==> src/rtl/can_pkg.sv <==
// Shared CAN bit-level constants and the stuffer/destuffer state encoding.
package can_pkg;

    localparam logic        CAN_RECESSIVE = 1'b1;
    localparam logic        CAN_DOMINANT  = 1'b0;
    localparam int unsigned CAN_MAX_RUN   = 5;

    typedef enum logic [1:0] {
        S_IDLE,
        S_RUN,
        S_STUFF
    } stuff_state_t;

endpackage

==> src/rtl/can_bit_stuffer.sv <==
// Transmit-side CAN bit stuffer: inserts one complementary bit after MAX_RUN identical bits.
// Optional stuff-bit counter output enabled by CAN_STUFF_COUNT_EN.
module can_bit_stuffer
    import can_pkg::*;
#(
    parameter int unsigned MAX_RUN     = CAN_MAX_RUN
`ifdef CAN_STUFF_COUNT_EN
   ,parameter int unsigned STUFF_CNT_W = 8
`endif
) (
    input  logic clk,
    input  logic rst_n,
    input  logic tx_point,
    input  logic stuff_en,
    input  logic flush,
    input  logic data_in,
    input  logic data_valid,
    output logic data_ready,
    output logic bit_out,
    output logic stuff_flag
`ifdef CAN_STUFF_COUNT_EN
   ,output logic [STUFF_CNT_W-1:0] stuff_count
`endif
);

    localparam int unsigned CNT_W = $clog2(MAX_RUN + 1);

    stuff_state_t     state_q, state_d;
    logic [CNT_W-1:0] cnt_q, cnt_d, run_nxt;
    logic             last_q, last_d;
    logic             bit_d, flag_d;

    // The serializer is stalled only while the inserted bit is on the bus.
    assign data_ready = (state_q != S_STUFF);

    assign run_nxt = (data_in == last_q) ? cnt_q + CNT_W'(1) : CNT_W'(1);

    // Next-state and output decode; everything holds between tx_point strobes.
    always_comb begin
        state_d = state_q;
        cnt_d   = cnt_q;
        last_d  = last_q;
        bit_d   = bit_out;
        flag_d  = stuff_flag;
        if (flush) begin
            state_d = S_IDLE;
            cnt_d   = '0;
            last_d  = CAN_RECESSIVE;
            bit_d   = CAN_RECESSIVE;
            flag_d  = 1'b0;
        end else if (tx_point) begin
            case (state_q)
                S_IDLE: begin
                    flag_d = 1'b0;
                    if (data_valid) begin
                        bit_d   = data_in;
                        last_d  = data_in;
                        cnt_d   = stuff_en ? CNT_W'(1) : '0;
                        state_d = S_RUN;
                    end else begin
                        bit_d = CAN_RECESSIVE;
                        cnt_d = '0;
                    end
                end
                S_RUN: begin
                    flag_d = 1'b0;
                    if (data_valid) begin
                        bit_d  = data_in;
                        last_d = data_in;
                        if (stuff_en) begin
                            if (run_nxt == CNT_W'(MAX_RUN)) begin
                                cnt_d   = '0;
                                state_d = S_STUFF;
                            end else begin
                                cnt_d = run_nxt;
                            end
                        end else begin
                            cnt_d = '0;
                        end
                    end else begin
                        // Upstream underrun ends the frame.
                        bit_d   = CAN_RECESSIVE;
                        cnt_d   = '0;
                        state_d = S_IDLE;
                    end
                end
                S_STUFF: begin
                    bit_d   = ~last_q;
                    flag_d  = 1'b1;
                    last_d  = ~last_q;
                    cnt_d   = CNT_W'(1);
                    state_d = S_RUN;
                end
                default: begin
                    bit_d   = CAN_RECESSIVE;
                    flag_d  = 1'b0;
                    cnt_d   = '0;
                    state_d = S_IDLE;
                end
            endcase
        end
    end

    // State and registered outputs.
    always_ff @(posedge clk or negedge rst_n) begin
        if (!rst_n) begin
            state_q    <= S_IDLE;
            cnt_q      <= '0;
            last_q     <= CAN_RECESSIVE;
            bit_out    <= CAN_RECESSIVE;
            stuff_flag <= 1'b0;
        end else begin
            state_q    <= state_d;
            cnt_q      <= cnt_d;
            last_q     <= last_d;
            bit_out    <= bit_d;
            stuff_flag <= flag_d;
        end
    end

`ifdef CAN_STUFF_COUNT_EN
    // Saturating count of inserted stuff bits.
    always_ff @(posedge clk or negedge rst_n) begin
        if (!rst_n) begin
            stuff_count <= '0;
        end else if (flush) begin
            stuff_count <= '0;
        end else if (tx_point && (state_q == S_STUFF) && (stuff_count != '1)) begin
            stuff_count <= stuff_count + STUFF_CNT_W'(1);
        end
    end
`endif

endmodule

==> config.mk <==
export PLATFORM = sky130hd
export DESIGN_NAME = can_bit_stuffer
export DESIGN_NICKNAME = d
export VERILOG_FILES = /design/src/rtl/can_pkg.sv /design/src/rtl/can_bit_stuffer.sv
export SDC_FILE = /design/constraint.sdc
export NUM_CORES = 1
export LEC_CHECK = 0
export ABC_CLOCK_PERIOD_IN_PS = 1900
export BUFFER_PORTS_ARGS = -buffer_cell sky130_fd_sc_hd__clkbuf_2
export CORE_AREA = 2 2 39 41
export CTS_CLUSTER_SIZE = 20
export DETAILED_ROUTE_END_ITERATION = 16
export DIE_AREA = 0 0 41 43
export SLEW_MARGIN = 15
export SYNTH_ARGS = -nofsm -noshare
export SYNTH_HDL_FRONTEND = slang
export SYNTH_SLANG_ARGS = --single-unit
==> constraint.sdc <==
create_clock -name clk -period 1.9 [get_ports clk]
set_input_delay 0.095 -clock clk [delete_from_list [all_inputs] [get_ports clk]]
set_output_delay 0.095 -clock clk [all_outputs]
set_load 0.01 [all_outputs]
==> impl_metrics.json, run 1 <==
{
  "status": "finished, final reports clean",
  "setup_tns_ns": 0,
  "p_comb_share_pct": 16.8,
  "yosysTopAreaCell": "dfrtp_1",
  "rsz0062_at_grt": "no",
  "synth_fp_nets": 57,
  "design.core.area_mm2": 0.00138,
  "antenna_cells": 0,
  "ctsHtreeMaxLevel": 1,
  "cts-root-buf": "clkbuf_4",
  "synth_compound_area_share_pct": 20.3,
  "worstPathCellList": "ha_1 -> nor2_1 -> nor4b_2 -> nor2_1 -> a22o_1",
  "crit_buf_inv": 0,
  "firstDrtPassIters": 2,
  "fill_cells": 146,
  "multi_input_area_um2": 251,
  "drt_iter0_drc": 1,
  "synth-xor-area-share_pct": 5.60,
  "fin_ws_ns": 0.411,
  "cts-buffers-inserted": 3,
  "drv_cap": 0,
  "power_frac_seq_pct": 48.1,
  "via_per_inst": 4.92,
  "drv_slew": 0,
  "tightest_slew_ns": 0.338,
  "crit_path_end_kind": "flop",
  "synth_adder_area_share_pct": 2.67,
  "netlist_instances": 49,
  "start_kind": "flop",
  "p_per_area_mw_per_mm2": 727,
  "drive_gt1_share_pct": 30.2,
  "vias": 389,
  "syn_to_final_growth_pct": 21.6,
  "finalSetupViolCount": 0,
  "leakagePower_nw": 0.266,
  "min_to": "stuff_flag",
  "crit_slowest_cell": "dfrtp_1",
  "cts_tree": "yes",
  "dieArea_mm2": 0.00176,
  "nNetsFinal": 72,
  "min_path_cells": 2,
  "mostFrequentLayoutCells": "clkbuf_2, nor2_1, dfrtp_1",
  "rr_startpoint": "cnt_q[0]",
  "wl_per_cell_um": 11.7,
  "ff_latch_area_um2": 203,
  "gr-total-overflow": 0,
  "drt-total-wl_um": 922,
  "sw_frac_of_total_pct": 28.5,
  "ant_nets": 0,
  "clockBufferDepth": 2,
  "grt_pass1_vias": 338,
  "fmax_mhz": 672,
  "ys_warn_count": 0,
  "dieHeight_um": 43,
  "std_cell_rows": 14,
  "period_needed_ns": 1.49,
  "hp-start": "flush",
  "gp_congestion": 0.796,
  "ff2ff_path_depth": 5,
  "clk_latency_ns": 0.26,
  "synthMuxAreaShare_pct": 5.33,
  "final_common_cell": "clkbuf_2",
  "grt_max_degree": 9,
  "hold_path.class": "input port to flop",
  "path_delay_family": "simple AND/OR/NAND/NOR gates",
  "start_util_pct": 33.9,
  "r2r_end": "state_q[0]",
  "cts-resized-gates": 0,
  "syn_area_um2": 469,
  "synthTopCellsByArea": "dfrtp_1, dfstp_2, nor2_1",
  "fin_crit_sh_pct": 78.4,
  "hold_viol": 0,
  "synth_seq_cells": 8,
  "intPower_mw": 0.297,
  "die_w_um": 41,
  "yosys.area.top_type_share_pct": 32.0,
  "io_buffers": 9,
  "cpMostUsedCell": "nor2_1",
  "dpl_worst_slack_ns": 0.410,
  "finClkSkew_ns": 0.00341,
  "cp_max_fo": 5,
  "syn_area_per_cell_um2": 9.58,
  "synthSimpleGateAreaFrac_pct": 19.7,
  "ys_types": 25,
  "p_sw_mw": 0.118,
  "seq_area_frac_synth_pct": 43.2,
  "hpwl_um": 720,
  "slowest_delay_ns": 0.42,
  "path_clk_slew_ns": 0.06,
  "grt_first_pass_wirelength_mm": 1.46,
  "crit_required_ns": 2.05,
  "io_pins": 10,
  "crit_type": "flop to flop",
  "critPathArrivalTime_ns": 1.64,
  "synth_top_family_by_area": "compound AO/OA/AOI/OAI gates",
  "rrSetupSlack_ns": 0.41,
  "max-vdd-ir-drop_v": 0.000383,
  "max_slew_margin_pct": 77.3,
  "drc": 0,
  "cts_num_sinks": 8,
  "track_usage_pct": 12.7,
  "clkPwrFrac_pct": 35.0,
  "antenna_found_initial": 0,
  "post_cts.repair.setup_buffers": 0
}
## Yosys cell counts
cell type  number
nor2_1          7
dfrtp_1         6
nand2_1         4
a22o_1          3
inv_1           3
nor3_1          3
a21oi_1         2
dfstp_2         2
o21ai_0         2
xnor2_1         2
a211oi_1        1
a221o_1         1
a31oi_1         1
a31oi_2         1
ha_1            1
inv_2           1
mux2_4          1
mux2i_1         1
nor2b_1         1
nor2b_2         1
nor4_1          1
nor4b_2         1
o21ai_1         1
o21bai_1        1
xor2_1          1
## state kept, by name, indices dropped and copies added, names as in the netlist
signal / flops
state_q: 2
cnt_q: 3
last_q: 1
stuff_flag: 1
bit_out: 1
## cell type report
| type | instances | area share, % |
|---|---|---|
| inverter | 4 | 2.63 |
| multi-input combinational | 37 | 44.1 |
| tap | 16 | 3.51 |
| sequential | 8 | 35.5 |
| timing repair buffer | 10 | 9.65 |
| clock buffer | 4 | 4.61 |
## per-stage QoR
step	utilization, %	instance area [um2]	hold WS [ns]	total power, mW	cells
4_1_cts	41.2	571	0.0643	0.426	79
5_1_grt	41.2	571	0.0749	0.443	79
2_1_floorplan	-	469	-0.201	0.246	49
6_report	41.2	571	0.0633	0.415	79
3_5_place_dp	38.6	534	-0.0450	0.270	74
3_3_place_gp	38.6	534	-0.0451	0.270	74
## how the worst max path moves through the flow
| stage | startpoint | end | slack, ns | cells past startpoint |
|---|---|---|---|---|
| 2_1_floorplan | cnt_q[0] | cnt_q[0] | 0.51 | 5 |
| 3_5_place_dp | cnt_q[0] | state_q[0] | 0.41 | 5 |
| 3_3_place_gp | cnt_q[0] | state_q[1] | 0.41 | 5 |
| 6_report | cnt_q[0] | state_q[0] | 0.41 | 5 |
| 4_1_cts | cnt_q[0] | state_q[0] | 0.39 | 5 |
| 5_1_grt | cnt_q[0] | state_q[1] | 0.26 | 5 |
## power by group through the flow
stage          clock (mW)  sequential [mW]  combinational, mW
6_report            0.145            0.200             0.0698
3_3_place_gp            0            0.201             0.0684
5_1_grt             0.163            0.201             0.0783
4_1_cts             0.156            0.199             0.0714
3_5_place_dp            0            0.201             0.0691
2_1_floorplan           0            0.199             0.0475
## timing repair
action | 4_1_cts | 5_1_grt
endpoints found under the hold margin | 8 | 0
hold buffers | 1 | 0
endpoints found under the setup margin | 0 | 0
## layer usage
metal	share of wire [%]	up-vias	wire (um)	GRT usage (%)
met5	0	-	0	0
met1	51	176	468	18.2
li1	-	204	-	-
met4	2.0	0	18	8.00
met2	44	7	406	16.3
met3	3.1	2	29	3.14
## logic make-up (layout without fill, tap and decap cells)
| group | Yosys count | count (layout) |
|---|---|---|
| multiplexers | 2 | 2 |
| AND/OR/NAND/NOR | 18 | 18 |
| adder cells (fa/ha/maj) | 1 | 1 |
| XOR/XNOR | 3 | 3 |
| AO/OA/AOI/OAI | 13 | 13 |
| buffers and inverters | 4 | 18 |
| flip-flops | 8 | 8 |
(Power assumes the default switching activity.)
==> run 2: changes to the inputs <==
ABC_CLOCK_PERIOD_IN_PS = 1200   (was 1900)
clock period = 1.2 ns   (was 1.9 ns; I/O delays follow)
==> impl_metrics.json, run 2 (synthesized netlist as in run 1, its figures left out) <==
{
  "status": "finished, violations left",
  "violations": "negative setup slack",
  "crit_required_ns": 1.34,
  "reg.largest.list": "cnt_q x3, state_q x2",
  "start_util_pct": 33.9,
  "crit_path_end_kind": "flop",
  "syn_to_final_growth_pct": 53.3,
  "hold_viol": 0,
  "drv_cap": 0,
  "hold_path.class": "input port to flop",
  "finClkSkew_ns": 0.00943,
  "drv_slew": 0,
  "dieHeight_um": 43,
  "fin_crit_sh_pct": 114,
  "antenna_found_initial": 0,
  "clockBufferDepth": 2,
  "multi_input_area_um2": 353,
  "gp_congestion": 0.778,
  "final_common_cell": "clkbuf_2",
  "drt_iter0_drc": 13,
  "max-vdd-ir-drop_v": 0.000439,
  "largest_register": "cnt_q",
  "via_per_inst": 5.04,
  "cts-root-buf": "clkbuf_4",
  "antenna_cells": 0,
  "io_buffers": 9,
  "clk_latency_ns": 0.26,
  "min_path_cells": 2,
  "vias": 423,
  "finalSetupViolCount": 5,
  "place_area_um2": 591,
  "firstDrtPassIters": 4,
  "drc": 0,
  "grt_pass1_vias": 433,
  "nNetsFinal": 77,
  "largest_reg_flops": 3,
  "cts_tree": "yes",
  "cts-buffers-inserted": 3,
  "leakagePower_nw": 0.320,
  "max_slew_margin_pct": 74.4,
  "p_per_area_mw_per_mm2": 1010,
  "tightest_slew_ns": 0.381,
  "mostFrequentLayoutCells": "clkbuf_2, nor2_1, dfrtp_1",
  "ctsHtreeMaxLevel": 1,
  "std_cell_rows": 14,
  "power.total_mw": 0.726,
  "fin_area_um2": 719,
  "fill_cells": 124,
  "crit_type": "flop to flop",
  "track_usage_pct": 16.3,
  "hpwl_um": 810,
  "wl_per_cell_um": 13.1,
  "cp_max_fo": 3,
  "gr-total-overflow": 0,
  "drt-total-wl_mm": 1.10,
  "design.core.area_mm2": 0.00138,
  "ff2ff_path_depth": 5,
  "grt_first_pass_wirelength_mm": 1.88,
  "period_needed_ns": 1.37,
  "critPathArrivalTime_ns": 1.50,
  "fin_ws_ns": -0.166,
  "ant_nets": 0,
  "rsz0062_at_grt": "yes",
  "layout.cells.non_filler": 84,
  "start_kind": "flop",
  "io_pins": 10,
  "dp_cells": 79,
  "ff_latch_area_um2": 203,
  "dieArea_mm2": 0.00176,
  "fmax_mhz": 732,
  "die_w_um": 41,
  "drive_gt1_share_pct": 47.1,
  "path_clk_slew_ns": 0.06,
  "grt_max_degree": 9,
  "cts_num_sinks": 8
}
## run 2: cell types whose count changed in the layout (fill, tap and decap cells not counted), moves of 2 or more
cell	delta
buf_4	+4
buf_6	+2
nor3_1	-2
o21ai_0	-2
o21ai_1	+2
## run 2: what timing repair did
item	in CTS	in global routing
pin swaps	6	3
resized for setup	12	2
hold buffers	1	0
setup endpoints to repair	8	8
hold endpoints to repair	8	0
setup buffers	1	0
## run 2: area by class of cell
class	count	share of cell area [%]
multi-input cells	37	49.0
clock buffers	4	3.65
well taps	16	2.78
repair buffers	15	14.3
flip-flops and latches	8	28.2
inverters	4	2.09
## run 2: routing by layer
metal  track usage, %  part of all wire, %  routed length (um)  vias up
met5                0                    0                   0        -
li1                 -                    -                   -      217
met1             19.8                   46                 506      194
met2             25.9                   49                 544       10
met4             6.00                 0.54                   6        0
met3             4.71                  4.1                  45        2
## run 2: final timing paths
kind	from	endpoint	slack, ns
setup / recovery	cnt_q[1]	cnt_q[0]	-0.17
hold reg to reg	bit_out	bit_out	0.52
max in group asynchronous	rst_n	bit_out	0.76
hold / removal	flush	stuff_flag	0.07
setup reg to reg	cnt_q[1]	cnt_q[0]	-0.17
min in group asynchronous	rst_n	cnt_q[0]	0.18
## run 2: report_power, final
| part | switching, mW | internal [mW] |
|---|---|---|
| Clock | 0.0971 | 0.128 |
| Sequential | 0.0186 | 0.289 |
| Combinational | 0.101 | 0.0925 |
| Total | 0.217 | 0.509 |
## run 2: through the flow
step / hold slack [ns] / setup TNS [ns] / setup slack, ns / utilization [%]
2_1_floorplan: -0.236 / -0.384 / -0.172 / -
3_3_place_gp: -0.0749 / -0.871 / -0.226 / 42.7
3_5_place_dp: -0.0745 / -0.962 / -0.213 / 42.7
4_1_cts: 0.0433 / -0.510 / -0.166 / 50.9
5_1_grt: 0.0729 / -1.00 / -0.227 / 52.0
6_report: 0.0669 / -0.500 / -0.166 / 52.0
## run 2: worst max-delay path, stage by stage, from the launching register on
cell	delay, ns
dfrtp_1	0.41
ha_4	0.19
xnor2_4	0.14
nor3_2	0.11
o21bai_1	0.09
a221o_1	0.30
==> run 3: changes to the inputs <==
CORE_AREA = not set   (was 2 2 39 41)
CORE_MARGIN = 2   (was not set)
CORE_UTILIZATION = 35   (was not set)
DIE_AREA = not set   (was 0 0 41 43)
==> impl_metrics.json, run 3 (synthesized netlist as in run 1, its figures left out) <==
{
  "crit_type": "flop to flop",
  "drv_cap": 0,
  "antenna_found_initial": 0,
  "r2r_end": "state_q[0]",
  "p_sw_mw": 0.224,
  "rrSetupSlack_ns": -0.14,
  "ant_nets": 0,
  "clk_latency_ns": 0.26,
  "reg.largest.list": "cnt_q x3, state_q x2",
  "mostFrequentLayoutCells": "clkbuf_2, buf_4, nor2_1, dfrtp_1, nand2_1",
  "dp_cells": 78,
  "firstDrtPassIters": 4,
  "critPathArrivalTime_ns": 1.49,
  "period_needed_ns": 1.34,
  "via_per_inst": 5.05,
  "hold_viol": 0,
  "violations": "negative setup slack",
  "crit_required_ns": 1.35,
  "place_area_um2": 589,
  "wl_per_cell_um": 13.6,
  "fin_crit_sh_pct": 112,
  "grt_max_degree": 9,
  "layout.cells.non_filler": 86,
  "clkPwrFrac_pct": 32.0,
  "leakagePower_nw": 0.327,
  "p_comb_share_pct": 25.0,
  "drive_gt1_share_pct": 49.3,
  "fin_ws_ns": -0.141,
  "max_slew_margin_pct": 76.4,
  "largest_reg_flops": 3,
  "std_cell_rows": 13,
  "start_kind": "flop",
  "dpl_worst_slack_ns": -0.205,
  "final_util_pct": 57.1,
  "rsz0062_at_grt": "yes",
  "design.core.area_mm2": 0.00127,
  "cts-root-buf": "clkbuf_4",
  "status": "finished, violations left",
  "gp_congestion": 0.792,
  "finClkSkew_ns": 0.00623,
  "io_buffers": 9,
  "largest_register": "cnt_q",
  "drt-total-wl_mm": 1.17,
  "p_per_area_mw_per_mm2": 1010,
  "gr-total-overflow": 0,
  "finalSetupViolCount": 7,
  "worst_hold_slack_ns": 0.0333,
  "vias": 434,
  "cts-buffers-inserted": 3,
  "cp_max_fo": 3,
  "tightest_slew_ns": 0.352,
  "crit_end": "state_q[0]",
  "rr_startpoint": "last_q",
  "fmax_mhz": 746,
  "max-vdd-ir-drop_v": 0.000624,
  "dieHeight_um": 40.6,
  "grt_first_pass_wirelength_mm": 1.77,
  "track_usage_pct": 16.1,
  "path_clk_slew_ns": 0.07,
  "die_w_um": 40.6,
  "start_util_pct": 37.0,
  "antenna_cells": 0,
  "clockBufferDepth": 2,
  "fin_area_um2": 724,
  "power.total_mw": 0.734,
  "setup_tns_ns": -0.670,
  "startpoint": "last_q",
  "sw_frac_of_total_pct": 30.6,
  "crit_path_end_kind": "flop",
  "drt_iter0_drc": 4,
  "drc": 0,
  "final_common_cell": "clkbuf_2",
  "nNetsFinal": 80,
  "hold_path.class": "input port to flop",
  "power_frac_seq_pct": 43.0,
  "dieArea_mm2": 0.00165,
  "cts_tree": "yes",
  "ff2ff_path_depth": 4,
  "hpwl_um": 778,
  "cts_num_sinks": 8,
  "syn_to_final_growth_pct": 54.4,
  "drv_slew": 0,
  "intPower_mw": 0.510,
  "grt_pass1_vias": 406,
  "ctsHtreeMaxLevel": 1,
  "io_pins": 10
}
## run 3: repair_timing
action	CTS	global route
gates cloned	0	0
setup endpoints to repair	7	8
resized for setup	7	4
setup buffers	1	3
hold buffers	1	0
endpoints found under the hold margin	8	0
pin swaps	3	2
## run 3: how the worst min path moves through the flow
stage | slack, ns | cells past startpoint | end | from
final | 0.03 | 2 | stuff_flag | flush
after global routing | 0.05 | 2 | stuff_flag | flush
after CTS | 0.04 | 2 | stuff_flag | flush
after detailed placement | -0.07 | 1 | cnt_q[0] | rst_n
after global placement | -0.07 | 1 | cnt_q[0] | rst_n
after floorplan | -0.24 | 0 | cnt_q[0] | rst_n
## run 3: power by group through the flow
stage	logic, mW	clock network [mW]	registers [mW]
CTS	0.158	0.236	0.313
global route	0.202	0.253	0.319
detailed placement	0.143	0	0.317
floorplan	0.0778	0	0.315
finish	0.184	0.235	0.316
global placement	0.141	0	0.317
## run 3: cell type report
type | instances | area (um2)
Tap cell | 15 | 18.8
Inverter | 4 | 15.0
Timing Repair Buffer | 18 | 115
Clock buffer | 4 | 26.3
Multi-Input combinational cell | 37 | 347
Fill cell | 129 | 544
Sequential cell | 8 | 203
## run 3: metal layers
| metal | wire length (um) | vias to the layer above | track usage [%] |
|---|---|---|---|
| met1 | 536 | 209 | 21.4 |
| met2 | 595 | 6 | 28.2 |
| met4 | 0 | 0 | 3.33 |
| li1 | - | 219 | - |
| met5 | 0 | - | 0 |
| met3 | 39 | 0 | 1.63 |
## run 3: critical path, cell delays in order, from the launching register on
cell and delay (ns):
dfstp_2 0.58, xor2_4 0.12, nor4b_4 0.30, nor2_1 0.06, a22o_1 0.18
